<file path="config.mk">
export PLATFORM = sky130hd
export DESIGN_NAME = f2f_track_decoder
export DESIGN_NICKNAME = d
export VERILOG_FILES = /design/src/rtl/f2f_track_decoder.sv
export SDC_FILE = /design/constraint.sdc
export NUM_CORES = 1
export LEC_CHECK = 0
export CORE_MARGIN = 3
export CORE_UTILIZATION = 35
export CTS_CLUSTER_DIAMETER = 150
export DETAILED_ROUTE_END_ITERATION = 8
export SYNTH_ARGS = -nofsm -noshare
export SYNTH_HDL_FRONTEND = slang
export SYNTH_SLANG_ARGS = --single-unit
</file>
<file path="constraint.sdc">
create_clock -name clk -period 5.7 [get_ports clk]
set_clock_uncertainty 0.2 [all_clocks]
set_input_delay 1.425 -clock clk [delete_from_list [all_inputs] [get_ports clk]]
set_output_delay 1.425 -clock clk [all_outputs]
set_load 0.02 [all_outputs]
</file>
<file path="src/rtl/f2f_track_decoder.sv">
// F2F (Aiken biphase) magnetic-stripe track decoder: clock recovery, sync lock,
// start-sentinel hunt, 4+parity character framing and LRC check.
module f2f_track_decoder #(
  parameter int unsigned SYNC_ZEROS   = 8,
  parameter int unsigned MIN_INTERVAL = 4,
  parameter int unsigned TIMEOUT      = 20'hFFFFF
) (
  input  logic       clk,
  input  logic       rst_n,
  input  logic       f2f_in,
  output logic       locked,
  output logic [3:0] char_data,
  output logic       char_valid,
  output logic       char_perr,
  output logic       track_done,
  output logic       lrc_err,
  output logic       abort
);
  localparam int unsigned CW = 20;
  localparam int unsigned ZW = 16;
  localparam logic [4:0] START_SENT = 5'b01011;
  localparam logic [3:0] END_SENT   = 4'hF;

  typedef enum logic [2:0] {S_IDLE, S_SYNC, S_HUNT, S_DATA, S_LRC} state_t;
  state_t state, state_nxt;

  logic [2:0]    sync_q;
  logic [CW-1:0] cnt, cnt_d, t_ref, t_ref_d, half_len, half_len_d, thresh;
  logic          half_pend, half_pend_d, have_ref, have_ref_d;
  logic [ZW-1:0] zero_cnt, zero_cnt_d, zero_nxt;
  logic [4:0]    window, window_d, win_nxt;
  logic [2:0]    bit_cnt, bit_cnt_d;
  logic [3:0]    lrc_acc, lrc_acc_d;
  logic          locked_d, char_valid_d, char_perr_d, track_done_d, lrc_err_d, abort_d;
  logic [3:0]    char_data_d;
  logic          edge_det, acc_edge, full_cell, in_track, frame_err, bit_ev, char_end;
  logic          timeout, sync_done;

  // Edge = change of the synchronized level; short intervals are glitches
  assign edge_det  = sync_q[1] ^ sync_q[2];
  assign acc_edge  = edge_det && (cnt >= CW'(MIN_INTERVAL));
  assign thresh    = t_ref - (t_ref >> 2);
  assign full_cell = cnt >= thresh;
  assign in_track  = (state == S_HUNT) || (state == S_DATA) || (state == S_LRC);
  assign frame_err = in_track && acc_edge && full_cell && half_pend;
  assign bit_ev    = in_track && acc_edge && (full_cell ^ half_pend);
  assign win_nxt   = {~full_cell, window[4:1]};
  assign char_end  = bit_ev && (bit_cnt == 3'd4);
  assign timeout   = !acc_edge && (cnt >= CW'(TIMEOUT));
  assign zero_nxt  = !have_ref ? ZW'(1) : (full_cell ? zero_cnt + ZW'(1) : '0);
  assign sync_done = acc_edge && (zero_nxt == ZW'(SYNC_ZEROS));

  always_ff @(posedge clk or negedge rst_n) begin
    if (!rst_n) state <= S_IDLE;
    else        state <= state_nxt;
  end

  always_comb begin
    state_nxt = state;
    case (state)
      S_IDLE: if (acc_edge) state_nxt = S_SYNC;
      S_SYNC: begin
        if (sync_done)    state_nxt = S_HUNT;
        else if (timeout) state_nxt = S_IDLE;
      end
      S_HUNT: begin
        if (frame_err)                            state_nxt = S_IDLE;
        else if (bit_ev && win_nxt == START_SENT) state_nxt = S_DATA;
        else if (timeout)                         state_nxt = S_IDLE;
      end
      S_DATA: begin
        if (frame_err)                                state_nxt = S_IDLE;
        else if (char_end && win_nxt[3:0] == END_SENT) state_nxt = S_LRC;
        else if (timeout)                             state_nxt = S_IDLE;
      end
      S_LRC: begin
        if (frame_err || char_end || timeout) state_nxt = S_IDLE;
      end
      default: state_nxt = S_IDLE;
    endcase
  end

  // Datapath and registered-output next values
  always_comb begin
    cnt_d        = acc_edge ? '0 : ((&cnt) ? cnt : cnt + CW'(1));
    t_ref_d      = t_ref;
    half_len_d   = half_len;
    half_pend_d  = half_pend;
    have_ref_d   = have_ref;
    zero_cnt_d   = zero_cnt;
    window_d     = window;
    bit_cnt_d    = bit_cnt;
    lrc_acc_d    = lrc_acc;
    locked_d     = locked;
    char_data_d  = char_data;
    char_valid_d = 1'b0;
    char_perr_d  = char_perr;
    track_done_d = 1'b0;
    lrc_err_d    = lrc_err;
    abort_d      = abort;
    case (state)
      S_IDLE: begin
        if (acc_edge) begin
          zero_cnt_d = '0;
          have_ref_d = 1'b0;
        end
      end
      S_SYNC: begin
        if (acc_edge) begin
          t_ref_d    = (!have_ref || full_cell) ? cnt : {cnt[CW-2:0], 1'b0};
          have_ref_d = 1'b1;
          zero_cnt_d = zero_nxt;
          if (sync_done) begin
            locked_d    = 1'b1;
            window_d    = '0;
            half_pend_d = 1'b0;
          end
        end
      end
      S_HUNT, S_DATA, S_LRC: begin
        if (frame_err) begin
          abort_d      = 1'b1;
          track_done_d = 1'b1;
        end else if (acc_edge) begin
          if (full_cell) begin
            t_ref_d = cnt;
          end else if (!half_pend) begin
            half_len_d  = cnt;
            half_pend_d = 1'b1;
          end else begin
            t_ref_d     = half_len + cnt;
            half_pend_d = 1'b0;
          end
        end
        if (bit_ev) begin
          window_d  = win_nxt;
          bit_cnt_d = bit_cnt + 3'd1;
          if (state == S_HUNT) begin
            if (win_nxt == START_SENT) begin
              char_valid_d = 1'b1;
              char_data_d  = START_SENT[3:0];
              char_perr_d  = 1'b0;
              lrc_err_d    = 1'b0;
              abort_d      = 1'b0;
              lrc_acc_d    = START_SENT[3:0];
              bit_cnt_d    = '0;
            end
          end else if (char_end) begin
            bit_cnt_d    = '0;
            char_valid_d = 1'b1;
            char_data_d  = win_nxt[3:0];
            char_perr_d  = ~(^win_nxt);
            if (state == S_DATA) begin
              lrc_acc_d = lrc_acc ^ win_nxt[3:0];
            end else begin
              lrc_err_d    = (win_nxt[3:0] != lrc_acc) || ~(^win_nxt);
              track_done_d = 1'b1;
            end
          end
        end
        if (timeout && state != S_HUNT) begin
          abort_d      = 1'b1;
          track_done_d = 1'b1;
        end
      end
      default: ;
    endcase
    if (state_nxt == S_IDLE && state != S_IDLE) begin
      locked_d    = 1'b0;
      half_pend_d = 1'b0;
      window_d    = '0;
    end
  end

  always_ff @(posedge clk or negedge rst_n) begin
    if (!rst_n) begin
      sync_q     <= '0;
      cnt        <= '0;
      t_ref      <= '0;
      half_len   <= '0;
      half_pend  <= 1'b0;
      have_ref   <= 1'b0;
      zero_cnt   <= '0;
      window     <= '0;
      bit_cnt    <= '0;
      lrc_acc    <= '0;
      locked     <= 1'b0;
      char_data  <= '0;
      char_valid <= 1'b0;
      char_perr  <= 1'b0;
      track_done <= 1'b0;
      lrc_err    <= 1'b0;
      abort      <= 1'b0;
    end else begin
      sync_q     <= {sync_q[1:0], f2f_in};
      cnt        <= cnt_d;
      t_ref      <= t_ref_d;
      half_len   <= half_len_d;
      half_pend  <= half_pend_d;
      have_ref   <= have_ref_d;
      zero_cnt   <= zero_cnt_d;
      window     <= window_d;
      bit_cnt    <= bit_cnt_d;
      lrc_acc    <= lrc_acc_d;
      locked     <= locked_d;
      char_data  <= char_data_d;
      char_valid <= char_valid_d;
      char_perr  <= char_perr_d;
      track_done <= track_done_d;
      lrc_err    <= lrc_err_d;
      abort      <= abort_d;
    end
  end

endmodule
</file>
==> results.tsv <==
stage	metric	value	unit
layout	fillers	2116	
critical_path	slowest_delay	370	ps
floorplan	die_x	154	microns
pwr	p_leak	0.00386	uW
critical_path	required	5750	ps
drt	viasPerCell	5.41	
floorplan	die_h	154	microns
synthesis	synth_seq_cells	105	
floorplan	rows	53	
drt	first_iter_violations	434	
sta	relSlewSlack	39.1	%
sta	report.final.hold_viol_count	0	
sta	hold_slack	152	ps
sta	period_minus_slack	5610	ps
synthesis	synth-seq-area-share	34.3	%
sta	setup_viol_count_final	0	
synthesis	synth_top_flop_cell	dfrtp_1	
layout	fin_util	40.9	%
global_routing	overflow	0	
pwr	p_per_area	372	nW/um^2
global_routing	grt_pass1_wl	31400	microns
critical_path	reg2reg_to	half_pend	
placed_design	place_congestion	0.813	
global_routing	grt_pass1_vias	6151	
global_routing	track_usage	15.8	%
critical_path	crit_arrival	5660	ps
min_path	min_path_type	flop to flop	
synthesis	async_flop_share	100	%
drt	final_antenna_net_count	0	
critical_path	cp_slowest_cell	dfrtp_1	
critical_path	cp-end-kind	flop	
layout	diodes	0	
synthesis	ys_types	68	
clocking	cts.sinks	105	
pwr	vdd_ir_drop_max	0.157	mV
critical_path	cp_max_fo	6	
synthesis	synth-edff-count	0	
clocking	clock_latency	360	ps
sta	fin_crit_sh	98.5	%
status	status	finished, final reports clean	
sta	fmax	178	MHz
clocking	cts_hold_buf	0	
min_path	holdCritStartpoint	sync_q[0]	
floorplan	pin_count	13	
synthesis	netlist_area	7660	sq um
sta	grt_setup_unrepaired	true	
global_routing	antenna_found_initial	0	
synthesis	synth_nets	960	
sta	maxSlewViolCount	0	
drt	routed_wl	18600	microns
critical_path	reg2reg_from	t_ref[0]	
clocking	numCtsBuffers	9	
drt	firstDrtPassIters	5	
clocking	clk_pin_slew	70	ps
flow_run	maxCapViolations	0	
synthesis	yosys_warnings	0	
synthesis	syn_inst	889	
placed_design	dp.cells	1165	
placed_design	portBuffers	12	
sta	tightest_slew	904	ps
min_path	whs_endpoint	sync_q[1]	
layout	syn_to_final_growth	13.7	%
clocking	htreeDepth	3	
clocking	clockRootBuffer	clkbuf_16	
critical_path	worst_setup_path_start_kind	flop	
layout	fin_cells	1189	
drt	num_vias	6429	
clocking	cts_tree	built	
layout	drive_above_1_share	12.6	%
placed_design	dpl.hpwl	13700	microns
drt	drcViolationCount	0	
floorplan	core-area	21300	sq um
floorplan	start_util	36.0	%
clocking	clockBufferDepth	2	
global_routing	grt_max_degree	53	
critical_path	ff2ff_setup_slack	90	ps
critical_path	r2r_cells	28	
layout	nets	980	
synthesis	avgSynthCellArea	8.61	sq um
min_path	min_path_cells	0	
critical_path	worst-setup-path-type	flop to flop	
drt	avgRoutedWirePerCell	15.6	microns
floorplan	die-area	23700	sq um
worst max path at each step:
stage / start / end / slack, ps
detailed placement: t_ref[0] / half_pend / -190
global placement: t_ref[0] / locked / -110
CTS: t_ref[0] / window[4] / 10
floorplan: t_ref[0] / half_pend / 20
finish: t_ref[0] / half_pend / 90
global route: t_ref[0] / half_pend / -270
where the power goes:
group          internal [uW]  switching, uW  leakage (uW)
Clock                    367            292      0.000148
Sequential               820            116       0.00143
Combinational            723            919       0.00228
flip-flops by register name, indices dropped and copies added (netlist names), 3 cells and up:
| name | flops |
|---|---|
| bit_cnt | 3 |
| lrc_acc | 4 |
| sync_q | 3 |
| half_len | 20 |
| char_data | 4 |
| t_ref | 20 |
| state | 3 |
| window | 4 |
| zero_cnt | 16 |
| cnt | 20 |
cell type report:
type	instances	area [sq um]	share of cell area [%]
Clock buffer	11	253	2.90
Multi-Input combinational cell	703	4870	55.9
Inverter	41	156	1.80
Tap cell	275	344	3.95
Timing Repair Buffer	49	399	4.58
Clock inverter	5	62.6	0.718
Sequential cell	105	2630	30.2
cell usage in the layout (no fill, tap or decap), types with 18 or more instances in the layout:
cell type / netlist / routed
nor2_1: 71 / 66
mux2_2: 18 / 18
xnor2_1: 23 / 23
nor3_1: 28 / 26
nand3_1: 33 / 31
a21oi_1: 52 / 50
xor2_1: 35 / 35
buf_4: 0 / 37
dfrtp_1: 105 / 105
nand2_1: 85 / 84
o21ai_0: 78 / 72
ha_1: 66 / 64
inv_1: 41 / 38
metal layers:
| layer | part of all wire [%] | track usage (%) | routed length (microns) | vias to the layer above |
|---|---|---|---|---|
| met5 | 0 | 0 | 0 | - |
| met4 | 1.4 | 4.54 | 258 | 0 |
| met3 | 2.7 | 1.69 | 505 | 15 |
| met2 | 44 | 24.3 | 8280 | 75 |
| met1 | 51 | 23.6 | 9560 | 3060 |
| li1 | - | - | - | 3279 |
cell families (layout without fill, tap and decap cells):
logic type / after synthesis / after routing / share of synthesized area (%)
adders and majority gates: 68 / 68 / 11.3
muxes: 19 / 19 / 2.78
AOI/OAI and AO/OA: 243 / 243 / 20.3
xor gates and xnor gates: 58 / 58 / 6.63
DFF: 105 / 105 / 34.3
buffers and inverters: 81 / 106 / 4.36
and+or+nand+nor: 315 / 315 / 20.4
worst max-delay path: cells and delay by family (launching register included):
family	cells	cell delay, ps
AO/OA/AOI/OAI	12	2530
XOR/XNOR	1	140
adder cells (fa/ha/maj)	4	1040
buffers and inverters	4	360
flip-flops	1	370
AND/OR/NAND/NOR	7	850
repair_timing:
action	CTS	global route
setup endpoints to repair	6	34
buffers inserted	3	6
pin swaps	7	26
gates resized for setup	4	34
stage by stage:
stage | total power [uW] | TNS [ps] | setup WS (ps) | cell area [sq um]
floorplan | 2120 | 0 | 19.8 | 7710
global placement | 2480 | -616 | -109 | 8210
detailed placement | 2500 | -1080 | -191 | 8210
CTS | 3200 | 0 | 15.0 | 8570
global route | 3540 | -2310 | -272 | 8710
finish | 3240 | 0 | 86.5 | 8710
cell usage after synthesis, types with 6 or more instances:
| master | count | area, sq um |
|---|---|---|
| nor2_1 | 71 | 267 |
| inv_1 | 41 | 154 |
| o21a_1 | 7 | 52.6 |
| o211ai_1 | 6 | 45.0 |
| and2_1 | 8 | 50.1 |
| a211oi_1 | 8 | 60.1 |
| nand3_1 | 33 | 165 |
| xnor2_1 | 23 | 201 |
| xor2_1 | 35 | 307 |
| nor3_1 | 28 | 140 |
| a31oi_1 | 7 | 43.8 |
| ha_1 | 66 | 826 |
| or3_1 | 13 | 81.3 |
| nand2b_1 | 10 | 62.6 |
| o21ai_0 | 78 | 390 |
| o22ai_1 | 11 | 68.8 |
| a21oi_1 | 52 | 260 |
| clkbuf_1 | 30 | 113 |
| and3_1 | 13 | 81.3 |
| nor2b_1 | 11 | 68.8 |
| or2_2 | 7 | 43.8 |
| dfrtp_1 | 105 | 2630 |
| mux2_2 | 18 | 203 |
| a221oi_1 | 6 | 52.6 |
| nand4_1 | 12 | 75.1 |
| o31ai_1 | 14 | 105 |
| a21o_1 | 9 | 67.6 |
| nand2_1 | 85 | 319 |
No activity file was read; power rests on OpenSTA's default activity.
